==> src/rtl/pipe_hazard_ctrl.sv <==
// Pipeline hazard control: load-use stall, taken-branch flush, and a countdown
// FSM that holds a multi-cycle multiply in Execute while bubbling Memory.
module pipe_hazard_ctrl #(
    parameter int unsigned MUL_CYCLES = 4,
    parameter int unsigned CW         = $clog2(MUL_CYCLES + 1)
) (
    input  logic          clk,
    input  logic          reset,
    input  logic [3:0]    RA1D,
    input  logic [3:0]    RA2D,
    input  logic [3:0]    WA3E,
    input  logic          MemtoRegE,
    input  logic          BranchTakenE,
    input  logic          MulStartE,
    output logic          StallF,
    output logic          StallD,
    output logic          StallE,
    output logic          FlushD,
    output logic          FlushE,
    output logic          FlushM,
    output logic          MulBusy,
    output logic          MulDone
);

    typedef enum logic {IDLE, BUSY} state_t;

    state_t        state, state_n;
    logic [CW-1:0] cnt, cnt_n;
    logic          ldstall;

    always_ff @(posedge clk or posedge reset) begin
        if (reset) begin
            state <= IDLE;
            cnt   <= '0;
        end else begin
            state <= state_n;
            cnt   <= cnt_n;
        end
    end

    always_comb begin
        state_n = state;
        cnt_n   = cnt;
        StallF  = 1'b0;
        StallD  = 1'b0;
        StallE  = 1'b0;
        FlushD  = 1'b0;
        FlushE  = 1'b0;
        FlushM  = 1'b0;
        MulBusy = 1'b0;
        MulDone = 1'b0;
        ldstall = MemtoRegE & ((WA3E == RA1D) | (WA3E == RA2D));

        case (state)
            IDLE: begin
                if (BranchTakenE) begin
                    FlushD = 1'b1;
                    FlushE = 1'b1;
                end else if (MulStartE) begin
                    if (MUL_CYCLES == 1) begin
                        MulDone = 1'b1;
                    end else begin
                        StallF  = 1'b1;
                        StallD  = 1'b1;
                        StallE  = 1'b1;
                        FlushM  = 1'b1;
                        cnt_n   = CW'(MUL_CYCLES - 1);
                        state_n = BUSY;
                    end
                end else if (ldstall) begin
                    StallF = 1'b1;
                    StallD = 1'b1;
                    FlushE = 1'b1;
                end
            end
            BUSY: begin
                MulBusy = 1'b1;
                if (cnt > CW'(1)) begin
                    StallF = 1'b1;
                    StallD = 1'b1;
                    StallE = 1'b1;
                    FlushM = 1'b1;
                    cnt_n  = cnt - CW'(1);
                end else begin
                    MulDone = 1'b1;
                    cnt_n   = '0;
                    state_n = IDLE;
                end
            end
        endcase

        // State is already IDLE under reset; only the multiply outputs need masking.
        if (reset) begin
            StallE  = 1'b0;
            FlushM  = 1'b0;
            MulBusy = 1'b0;
            MulDone = 1'b0;
        end
    end

endmodule

==> config.mk <==
export PLATFORM = sky130hd
export DESIGN_NAME = pipe_hazard_ctrl
export DESIGN_NICKNAME = d
export VERILOG_FILES = /design/src/rtl/pipe_hazard_ctrl.sv
export SDC_FILE = /design/constraint.sdc
export NUM_CORES = 1
export LEC_CHECK = 0
export CORE_AREA = 2 2 39 41
export DETAILED_ROUTE_END_ITERATION = 6
export DIE_AREA = 0 0 41 43
export DONT_BUFFER_PORTS = 1
export PLACE_DENSITY = 0.55
export SYNTH_ARGS = -nofsm -noshare
export SYNTH_HDL_FRONTEND = slang
export SYNTH_SLANG_ARGS = --single-unit
==> constraint.sdc <==
create_clock -name clk -period 2.39 [get_ports clk]
set_clock_uncertainty 0.2 [all_clocks]
set_input_delay 0.3585 -clock clk [delete_from_list [all_inputs] [get_ports clk]]
set_output_delay 0.3585 -clock clk [all_outputs]
set_load 0.01 [all_outputs]
==> metrics.yaml <==
synthToLayoutAreaGrowth_pct: 8.39
required_ns: 1.83
core-area_mm2: 0.00138
io_buffers: 0
dp_hpwl_um: 609
hold_viol: 0
chipWidth_um: 41
yosysTopAreaCellShare_pct: 25.8
synthCells: 45
drv_cap: 0
finalNonFillerCells: 62
status: "complete, no violations"
critPathMaxFanout: 3
vias: 316
route.antenna.remaining_nets: 0
r2r-start: "cnt[1]"
drt-total-wl_um: 715
cts_htree_levels: 1
synth_cell_type_count: 24
drt_iter0_drc: 2
grt_max_degree: 12
power_density_mw_per_mm2: 1080
grt_pass1_vias: 325
hold_class: "in -> reg"
clock.fmax_mhz: 462
hold_depth: 2
cts_sinks: 4
critPathLaunch: "cnt[1]"
drive_above_1_share_pct: 13.0
numCtsBuffers: 3
synth_area_leaders: "dfrtp_1 (26%), xnor2_1 (9.0%), xor2_1 (9.0%), ha_1 (6.5%), nor2b_1 (4.8%)"
synth_nets: 64
drc: 0
pwr-share-seq_pct: 33.8
grt_pass1_wl_um: 1120
cts_setup_buffers: 0
root_buffer: "clkbuf_4"
antenna_found_initial: 0
clk_path_buf_depth: 2
dp_cells: 58
rows: 14
post-route-min-period_ns: 2.16
nFillCells: 149
io_pins: 25
die-height_um: 43
p_clk_share_pct: 18.1
wl_per_cell_um: 11.5
setup_viol: 0
dr.pass1.iters: 2
p_switching_uw: 200
gp_congestion: 0.634
internal_power_uw: 254
synth_seq_cells: 4
total_power_uw: 454
report.final.slew_viol_count: 0
reg2reg_depth: 5
layout.nets: 67
synth_area_leader_cell: "dfrtp_1"
avgSynthCellArea_um2: 8.62
critPathKind: "reg -> out"
fin_crit_sh_pct: 90.6
r2r_end: "cnt[2]"
relSlewSlack_pct: 74.5
cts_resized: 0
ys.warnings.count: 0
hp-start: "MulStartE"
comb_power_share_pct: 48.1
startpoint_type: "register"
path_clk_slew_ns: 0.04
setup_tns_ns: 0
cp.arrival_ns: 1.61
p_sw_share_pct: 44.1
end_kind: "primary output"
rsz0062_at_grt: "no"
hold_end: "state"
dieArea_mm2: 0.00176
cts_tree: "built"
p_leak_nw: 0.174
clock_latency_ns: 0.23
grt-ovfl-total: 0
start_util_pct: 28.0
r2r_setup_slack_ns: 0.96
track_usage_pct: 9.15
vdd_drop_max_mv: 0.318
seq_area_frac_synth_pct: 25.8
worstMarginPinSlew_ns: 0.381
vias_per_cell: 5.10
diodes: 0
syn_area_um2: 388
[power groups by stage]
stage / sequential, mW / combinational [mW] / clock (mW)
floorplan: 0.127 / 0.231 / 0
global placement: 0.153 / 0.219 / 0
detailed placement: 0.153 / 0.219 / 0
CTS: 0.152 / 0.222 / 0.0854
global route: 0.159 / 0.252 / 0.0909
finish: 0.154 / 0.219 / 0.0821
[per-stage QoR]
stage,setup slack [ns],area (um^2),hold WS (ns),util [%]
2_1_floorplan,0.467,388,-0.0703,-
3_3_place_gp,0.481,388,-0.0533,28.0
3_5_place_dp,0.465,388,-0.0519,28.0
4_1_cts,0.208,420,0.140,30.4
5_1_grt,0.0871,420,0.161,30.4
6_report,0.225,420,0.140,30.4
[worst max path at each step]
stage,cells past startpoint,to,slack (ns)
floorplan,7,StallF,0.47
global placement,6,StallD,0.48
detailed placement,6,StallE,0.47
CTS,6,StallE,0.21
global route,6,FlushM,0.09
finish,6,StallE,0.23
[layout by cell type, fill, tap and decap left out, types with 2 or more instances in the layout]
cell | Yosys | final
dfrtp_1 | 4 | 4
nand2b_1 | 2 | 2
nor2b_1 | 3 | 3
a31o_1 | 2 | 2
ha_1 | 2 | 2
xor2_1 | 4 | 4
clkbuf_4 | 0 | 3
inv_1 | 3 | 3
nor2_1 | 4 | 4
o21ai_0 | 2 | 2
xnor2_1 | 4 | 4
[worst max-delay path: stages, from the launching register on]
cell	delay, ns
dfrtp_1	0.37
inv_1	0.08
ha_1	0.19
o21ba_2	0.25
o21ai_2	0.06
o21ai_1	0.14
and2_1	0.28
[synthesized netlist by cell type, drive strengths merged]
cell type,count
dfrtp,4
nor2,4
o21ai,4
xnor2,4
xor2,4
buf,3
inv,3
nor2b,3
a31o,2
ha,2
nand2b,2
a21oi,1
and2,1
nand2,1
nand4,1
nor3,1
nor3b,1
o211ai,1
o21ba,1
o22ai,1
o41ai,1
[timing repair]
action,4_1_cts,5_1_grt
setup endpoints to repair,0,0
endpoints found under the hold margin,4,0
hold buffers,1,0
[flip-flops by register name (all words and copies together) (netlist names)]
| register | flops |
|---|---|
| cnt | 3 |
| state | 1 |
[cell families (layout without fill, tap and decap cells)]
kind of cell	count (synthesis)	count (layout)	synth area share [%]
flops	4	4	25.8
fa+ha+maj	2	2	6.45
xor+xnor	8	8	18.1
simple gates	14	14	19.4
compound gates	11	11	22.3
buf+inv	6	7	8.06
[per-layer routing]
| layer | track usage [%] | part of all wire [%] |
|---|---|---|
| met3 | 3.66 | 16 |
| met2 | 13.4 | 45 |
| met5 | 0 | 0 |
| met4 | 4.00 | 0 |
| met1 | 11.3 | 39 |
[layout make-up]
cell class / instances / area (um^2) / area share (%)
Sequential cell: 4 / 100 / 23.8
Multi-Input combinational cell: 35 / 256 / 61.0
Timing Repair Buffer: 1 / 10.0 / 2.38
Tap cell: 16 / 20.0 / 4.76
Clock buffer: 3 / 22.5 / 5.36
Inverter: 3 / 11.3 / 2.68
(Power assumes the default switching activity.)
